<file path="config.mk">
export PLATFORM = sky130hd
export DESIGN_NAME = mux4_rr_sched
export DESIGN_NICKNAME = d
export VERILOG_FILES = /design/src/rtl/mux4_rr_sched.sv
export SDC_FILE = /design/constraint.sdc
export NUM_CORES = 1
export LEC_CHECK = 0
export BUFFER_PORTS_ARGS = -buffer_cell sky130_fd_sc_hd__buf_2
export CORE_MARGIN = 2
export CORE_UTILIZATION = 40
export DETAILED_ROUTE_END_ITERATION = 12
export GPL_ROUTABILITY_DRIVEN = 0
export SYNTH_ARGS = -nofsm -noshare
export SYNTH_HDL_FRONTEND = slang
export SYNTH_SLANG_ARGS = --single-unit
</file>
<file path="constraint.sdc">
create_clock -name clk -period 1.6 [get_ports clk]
set_input_delay 0.32 -clock clk [delete_from_list [all_inputs] [get_ports clk]]
set_output_delay 0.32 -clock clk [all_outputs]
set_load 0.01 [all_outputs]
</file>
<file path="src/rtl/mux4_rr_sched.sv">
// Round-robin owner of the 4:1 mux select; registered output f, one SWITCH cycle between owners.
// Latency: gnt/sel 1 cycle after req, f 1 cycle after sel. Optional hold limit: MUX_SCHED_HOLD_LIMIT_EN.
// Backpressure: none; an owner holds the mux while its req stays high (or until the hold limit).
module mux4_rr_sched #(
    parameter int MAX_HOLD = 4,
    parameter int CW       = 4
) (
    input  logic       clk,
    input  logic       rst_n,
    input  logic [3:0] req,
    input  logic [3:0] data,
    output logic [1:0] sel,
    output logic [3:0] gnt,
    output logic       busy,
    output logic       f
);

    typedef enum logic [1:0] {
        IDLE   = 2'd0,
        GRANT  = 2'd1,
        SWITCH = 2'd2
    } state_t;

    if ((MAX_HOLD < 1) || (MAX_HOLD > 15) || ((2 ** CW) <= MAX_HOLD)) begin : g_bad_cfg
        $error("mux4_rr_sched: MAX_HOLD must be 1..15 and fit in CW bits");
    end

    state_t     state;
    state_t     state_nxt;
    logic [1:0] ptr;
    logic [1:0] cand;
    logic [1:0] win_idx;
    logic       win_vld;
    logic       grant_load;
    logic [1:0] sel_nxt;
    logic       hold_done;

    // Search order starts just past the last owner, so the last owner is tried last.
    always_comb begin
        win_vld = 1'b0;
        win_idx = ptr;
        cand    = ptr;
        for (int k = 1; k <= 4; k++) begin
            cand = ptr + k[1:0];
            if (!win_vld && req[cand]) begin
                win_vld = 1'b1;
                win_idx = cand;
            end
        end
    end

`ifdef MUX_SCHED_HOLD_LIMIT_EN
    logic [CW-1:0] hold_cnt;

    assign hold_done = (hold_cnt == CW'(MAX_HOLD));

    // Counter value equals the index of the current GRANT cycle (1-based), saturating.
    always_ff @(posedge clk or negedge rst_n) begin
        if (!rst_n) begin
            hold_cnt <= '0;
        end else if (state_nxt == GRANT) begin
            if (state != GRANT)
                hold_cnt <= CW'(1);
            else if (!hold_done)
                hold_cnt <= hold_cnt + CW'(1);
        end else begin
            hold_cnt <= '0;
        end
    end
`else
    assign hold_done = 1'b0;
`endif

    always_comb begin
        state_nxt = state;
        case (state)
            IDLE: begin
                if (win_vld)
                    state_nxt = GRANT;
            end
            GRANT: begin
                if (!req[sel] || hold_done)
                    state_nxt = SWITCH;
            end
            SWITCH: begin
                state_nxt = win_vld ? GRANT : IDLE;
            end
            default: state_nxt = IDLE;
        endcase
    end

    assign grant_load = (state != GRANT) && (state_nxt == GRANT);
    assign sel_nxt    = grant_load ? win_idx : sel;

    always_ff @(posedge clk or negedge rst_n) begin
        if (!rst_n) begin
            state <= IDLE;
            ptr   <= 2'd3;
            sel   <= 2'd0;
            gnt   <= 4'b0000;
            busy  <= 1'b0;
            f     <= 1'b0;
        end else begin
            state <= state_nxt;
            if (grant_load)
                ptr <= win_idx;
            sel  <= sel_nxt;
            gnt  <= (state_nxt == GRANT) ? (4'b0001 << sel_nxt) : 4'b0000;
            busy <= (state_nxt != IDLE);
            // f samples the line selected during the current cycle, hence one cycle behind sel.
            f    <= (|gnt) ? data[sel] : 1'b0;
        end
    end

endmodule

</file>
# Word-level counts from Yosys, hierarchy flattened
# Index checks and enable logic that the tools add are counted.
[word_totals]
elab_cells = 56
latch_bits = 0
input_bits = 10
mem_bits_rw = 0
register_bits = 12
memories = 0
output_inout_bits = 8
mem_bits_ro = 0
[classes]
n_addsub = 3
bitwise_logic = 0
n_mul = 0
muxes = 27
shifts = 1
reduce_logical = 10
eq_ne = 4
div = 0
n_lt_le_gt_ge = 5
[op_table]
columns = ["op", "n"]
rows = [
  ["$lt 2x3->1 const B", 5],
  ["$mux 2", 7],
  ["$bmux 1 s2", 6],
  ["$mux 1", 12],
  ["$pmux 2 s3", 1],
  ["$add 2x2->2 const B", 2],
  ["$eq 2x1->1 const B", 2],
  ["$logic_and 1x1->1", 4],
  ["$mux 4", 1],
  ["$reduce_or 4->1", 1],
  ["$shl 1x2->4 const A", 1],
  ["$logic_not 1->1", 3],
  ["$add 2x1->2 const B", 1],
  ["$eq 2x2->1 const B", 1],
  ["$logic_not 2->1", 1],
  ["$ne 2x1->1 const B", 1],
  ["$reduce_bool 2->1", 1],
]

# Logic depth before layout (Yosys ltp)
# Gate-level depths: netlist of run 1.
[depth]
ltp_word = 20
ltp_mapped = 5
mapped_depth_nobuf = 5

# Worst setup path after synthesis of run 1
# OpenSTA, ideal clock, no wires.
[synth_path]
kind = "reg-to-reg"
from = "reg sel[0]"
to = "reg gnt[1]"
n_path_buf = 0
path_stages_with_launch = 5
setup_time_ps = 120
period_less_slack_ps = 1453
arrival_time_ps = 1333
slack_ps = 147
required_time_ps = 1480
cell_sequence = "dfrtp_1 mux4_2 a21oi_4 inv_2 and4_1"
[synth_via]
elab_chain_cells = 9
[synth_lines]
columns = ["element", "line_no", "rtl"]
rows = [
  ["from (decl)", "12", "output logic [1:0] sel,"],
  ["from (signal assigned)", "107", "sel <= sel_nxt;"],
  ["$bmux 1 s2 *", "82", "if (!req[sel] || hold_done)"],
  ["$mux 1 (implied by the code) *", "82", ""],
  ["$mux 2 *", "82", ""],
  ["$pmux 2 s3 *", "76", "case (state)"],
  ["via state_nxt[0]", "29", "state_t state_nxt;"],
  ["$eq 2x1->1 *", "92, 108", ""],
  ["$logic_and 1x1->1", "92", "assign grant_load = (state != GRANT) && (state_nxt == GRANT);"],
  ["$mux 2", "93", "assign sel_nxt = grant_load ? win_idx : sel;"],
  ["$shl 1x2->4", "108", "gnt <= (state_nxt == GRANT) ? (4'b0001 << sel_nxt) : 4'b0000;"],
  ["$mux 4 *", "108", ""],
  ["to (signal assigned)", "108", ""],
  ["to (decl)", "13", "output logic [3:0] gnt,"],
]
# Mark *: on every way through the listed nets, which the timed path passes. The rest lies on a longest branch. The select of a mux whose other input is x is not followed.
# A chain may end at the register's enable or synchronous reset.

# Worst setup path after layout of run 1
# Same ends and word-level chain as after synthesis.

==> results of run 1 <==
[sequential cells by signal, indices dropped and copies added (netlist names)]
signal,flops
f,1
busy,1
gnt,4
sel,2
state,2
ptr,2
[worst paths after layout]
kind,from,to,slack [ps],cells past startpoint
worst min-delay path,req[1],busy,410,3
min in group asynchronous,rst_n,busy,460,2
worst min register to register,state[1],busy,470,1
worst max-delay path,sel[0],gnt[1],100,4
worst max register to register,sel[0],gnt[1],100,4
max in group asynchronous,rst_n,ptr[1],880,2
[layout make-up]
class / count / area, um^2 / area share
Timing Repair Buffer: 18 / 95.1 / 0.126
Tap cell: 16 / 20.0 / 0.0265
Multi-Input combinational cell: 31 / 295 / 0.391
Clock buffer: 4 / 26.3 / 0.0348
Inverter: 4 / 15.0 / 0.0199
Sequential cell: 12 / 304 / 0.402
[stage by stage]
step	cell area, um^2	worst slack (ps)	hold WS (ps)	total power, mW
finish	756	97.1	413	1.40
global route	756	24.1	436	1.51
global placement	713	37.7	203	1.20
CTS	749	51.0	409	1.39
floorplan	608	147	24.4	1.01
detailed placement	713	56.8	207	1.19
[critical path: cells and delay by family, from the launching register on]
family | cells | cell delay (ps)
AO/OA/AOI/OAI | 1 | 200
buffers and inverters | 1 | 60
flip-flops | 1 | 420
multiplexers | 1 | 560
AND/OR/NAND/NOR | 1 | 160
[kinds of logic (layout without fill, tap and decap cells)]
logic type	count (synthesis)	in the layout	share of synthesized area
flip-flops	12	12	0.498
AO/OA/AOI/OAI	13	13	0.204
buffers and inverters	4	26	0.0247
AND/OR/NAND/NOR	15	15	0.177
multiplexers	3	3	0.0967
[Yosys cell counts, types with 2 or more instances]
master / number
nor2b_1: 3
o21ai_0: 2
inv_1: 2
o221a_2: 2
dfstp_2: 2
nor2_1: 2
and4_1: 2
dfrtp_1: 10
inv_2: 2
[layer usage]
| metal | track usage | vias to the layer above | share of wire |
|---|---|---|---|
| li1 | - | 227 | - |
| met1 | 0.221 | 217 | 0.48 |
| met2 | 0.203 | 11 | 0.46 |
| met3 | 0.0553 | 2 | 0.048 |
| met4 | 0.0485 | 0 | 0.0069 |
| met5 | 0 | - | 0 |
[power groups by stage]
stage	logic, mW	clock network, mW	registers (mW)
2_1_floorplan	0.431	0	0.577
3_3_place_gp	0.627	0	0.569
3_5_place_dp	0.623	0	0.570
4_1_cts	0.629	0.198	0.565
5_1_grt	0.707	0.215	0.585
6_report	0.640	0.191	0.567
[repair_timing]
| item | 4_1_cts | 5_1_grt |
|---|---|---|
| endpoints found under the hold margin | 10 | 0 |
| setup endpoints to repair | 0 | 2 |
| resized for setup | 0 | 2 |
| hold buffers | 1 | 0 |
==> results.yml, run 1 <==
setup_path:
  cp_cell_sequence: "mux4_2 > a21oi_4 > inv_2 > and4_1"
  crit_type: "register to register"
  crit_path_max_incr_delay_ps: 560
  required_ps: 1750
  slowest_stage: "mux4_2"
  crit_path_max_fanout: 4
  cp-start-kind: "register"
  arrival_ps: 1650
  cp-end-kind: "register"
clock_tree:
  cts-htree-levels: 1
  cts.path.max_buffers: 2
  clk_pin_slew_ps: 70
  cts_root_buffer: "clkbuf_4"
  clkLatencyLatePin_ps: 260
  clock_sinks: 12
  cts_tree: "built"
  cts_made_buffers: 3
  post_cts_buffers: 0
run_status:
  status: "completed"
timing:
  fmax_mhz: 665
  hold_viol: 0
  fin_crit_sh: 0.939
  worstMarginPinSlew_ps: 329
  period_needed_ps: 1500
  relSlewSlack: 0.779
  rsz0062_at_grt: "false"
  finalSetupViolCount: 0
  finalClockSkew_ps: 1.22
  tns_ps: 0
  final_max_slew_viol_count: 0
power:
  leakagePower_nw: 0.347
  pwr-share-comb: 0.458
  pwr_density_cell_mw_per_mm2: 1850
  seqPwrFrac: 0.406
  power_switching_mw: 0.535
  irDropWorstVdd_v: 0.000910
  clkPwrFrac: 0.136
  p_int_mw: 0.863
  p_sw_frac: 0.383
detailed_routing:
  wirelength_mm: 1.16
  ant_nets: 0
  initialDrtViolationCount: 6
  dr.pass1.iters: 4
  drc: 0
  via_count: 457
  routedWlPerCell_um: 13.6
  viasPerCell: 5.38
grt:
  overflow: 0
  track_usage: 0.150
  grt_max_degree: 13
  grt_pass1_vias: 458
  antenna_found_initial: 0
  grt_pass1_wl_mm: 2.00
floorplan:
  io_pins: 18
  die_x_um: 43.0
  die_y_um: 43.0
  initial_utilization: 0.413
  rows: 14
  dieArea_mm2: 0.00185
  core_area_mm2: 0.00147
cells_and_area:
  antenna_cells: 0
  post-route-util: 0.514
  mostFrequentLayoutCells: "buf_2, dfrtp_1, nor2b_1, clkbuf_4"
  stdcell_count: 85
  syn2layout_area_growth_pct: 24.3
  fill_cells: 139
  layout-drive-gt1-share: 0.522
  final_common_cell: "buf_2"
  fin_nets: 80
yosys:
  synth_edf_count: 0
  synth_nets: 57
  synthCells: 47
  synth_area_per_cell_um2: 12.9
  synth_flop_cell: "dfrtp_1"
  synth_seq_cells: 12
  synthArstFlopShare: 1.00
  yosys-top-cells-area: "dfrtp_1, dfstp_2, mux4_1"
  ys_seq_area_frac: 0.498
  syn_area_um2: 608
  synth_top_area_cell: "dfrtp_1"
  synth_top_area_share: 0.412
  ys.warnings.count: 0
  synth_cell_type_count: 29
place:
  io_buffers: 17
  place_inst: 80
min_path:
  hp-class: "primary input to register"
run:
  maxCapViolations: 0
No activity file was read; power rests on OpenSTA's default activity.
==> inputs of run 2 (changes only) <==
- CORE_UTILIZATION: 40 -> 39
==> run 2 against run 1 <==
Against the previous run:
- global-route usage down 0.80 points
- final cell count stayed put
- core utilization is essentially flat
- critical endpoint unchanged
- wire length rose by 4.3%
- clock-buffer cell count unchanged
- design area is 1.2% higher
- highest routed layer unchanged
- combinational power shrank 1%
==> results.yml, run 2 (synthesis gave the netlist of run 1 again) <==
floorplan:
  die_x_um: 43.5
  die_y_um: 43.5
  dieArea_mm2: 0.00189
  core_area_mm2: 0.00149
  io_pins: 18
  rows: 14
  initial_utilization: 0.408
cells_and_area:
  antenna_cells: 0
  layout-drive-gt1-share: 0.522
  fin_nets: 80
  final_common_cell: "buf_2"
  mostFrequentLayoutCells: "buf_2, dfrtp_1, nor2b_1, clkbuf_4"
  syn2layout_area_growth_pct: 25.7
  final_area_um2: 764
  stdcell_count: 85
  top_register: "gnt"
  largest_register_ffs: 4
place:
  place_ws_ps: 50.9
  dp_hpwl_um: 939
  place_inst: 80
  io_buffers: 17
  placed_area_um2: 713
detailed_routing:
  routedWlPerCell_um: 14.2
  initialDrtViolationCount: 7
  dr.pass1.iters: 4
  via_count: 461
  drc: 0
  viasPerCell: 5.42
  wirelength_mm: 1.21
  ant_nets: 0
timing:
  relSlewSlack: 0.748
  tns_ps: 0
  period_needed_ps: 1530
  final_max_slew_viol_count: 0
  worst_hold_slack_ps: 408
  hold_viol: 0
  finalSetupViolCount: 0
  rsz0062_at_grt: "false"
  fmax_mhz: 652
  fin_crit_sh: 0.959
  setup_slack_ps: 65.5
  worstMarginPinSlew_ps: 375
  finalClockSkew_ps: 4.59
clock_tree:
  clk_pin_slew_ps: 80
  cts.path.max_buffers: 2
  clkLatencyLatePin_ps: 270
  clock_sinks: 12
  cts_root_buffer: "clkbuf_4"
  cts_made_buffers: 3
  cts-htree-levels: 1
  cts_tree: "built"
grt:
  grt_pass1_wl_mm: 1.91
  grt_pass1_vias: 438
  overflow: 0
  antenna_found_initial: 0
  track_usage: 0.142
  grt_max_degree: 13
setup_path:
  arrival_ps: 1700
  cp-start-kind: "register"
  crit_path_max_fanout: 4
  crit_path_max_incr_delay_ps: 570
  cp_cell_sequence: "mux4_2 > a21oi_4 > inv_2 > and4_1"
  cp-end-kind: "register"
  required_ps: 1760
  path_buf_inv: 1
  crit_type: "register to register"
  crit_cells: 4
  path_delay_family: "multiplexers"
  slowest_stage: "mux4_2"
  r2r_cells: 4
power:
  leakagePower_nw: 0.354
  pwr_density_cell_mw_per_mm2: 1880
  irDropWorstVdd_v: 0.000887
min_path:
  hold_path_depth: 3
  hp-class: "primary input to register"
run_status:
  status: "completed"
run:
  maxCapViolations: 0
-- run 2: repair_timing --
action                     CTS  global route
hold endpoints to repair    10             0
resized for setup            0             1
buffers inserted             0             0
setup endpoints to repair    0             2
hold buffers                 1             0
-- run 2: cell type report --
class	instances	area (um^2)
fill	136	724
timing repair buffer	18	95.1
multi-input combinational	31	295
sequential	12	303
clock buffer	4	36.3
tap	16	20.0
inverter	4	15.0
-- run 2: worst paths after layout --
path / startpoint / end / slack, ps
max reg2reg: sel[0] / gnt[1] / 70
min reg2reg: state[1] / busy / 470
min: req[1] / busy / 410
min in group asynchronous: rst_n / gnt[1] / 450
max in group asynchronous: rst_n / ptr[1] / 880
max: sel[0] / gnt[1] / 70
-- run 2: worst register-to-register path, cell delays in order (launching register included) --
cell,delay [ps]
dfrtp_1,450
mux4_2,570
a21oi_4,200
inv_2,60
and4_1,150
-- run 2: power by group --
| group | internal, mW | switching [mW] | total (mW) |
|---|---|---|---|
| clock | 0.138 | 0.100 | 0.238 |
| sequential | 0.448 | 0.118 | 0.566 |
| combinational | 0.316 | 0.318 | 0.633 |
| total | 0.902 | 0.536 | 1.44 |
-- run 2: through the flow --
stage          total power, mW   util
3_5_place_dp              1.20  0.479
3_3_place_gp              1.20  0.479
5_1_grt                   1.53  0.513
4_1_cts                   1.44  0.510
2_1_floorplan             1.01      -
6_report                  1.44  0.513
-- run 2: per-layer routing --
metal / routed length [um] / part of all wire / track usage / vias to the layer above
met5: 0 / 0 / 0 / -
met4: 11 / 0.0091 / 0.0545 / 0
met3: 59 / 0.049 / 0.0625 / 2
met2: 562 / 0.47 / 0.218 / 12
met1: 572 / 0.47 / 0.177 / 221
li1: - / - / - / 226
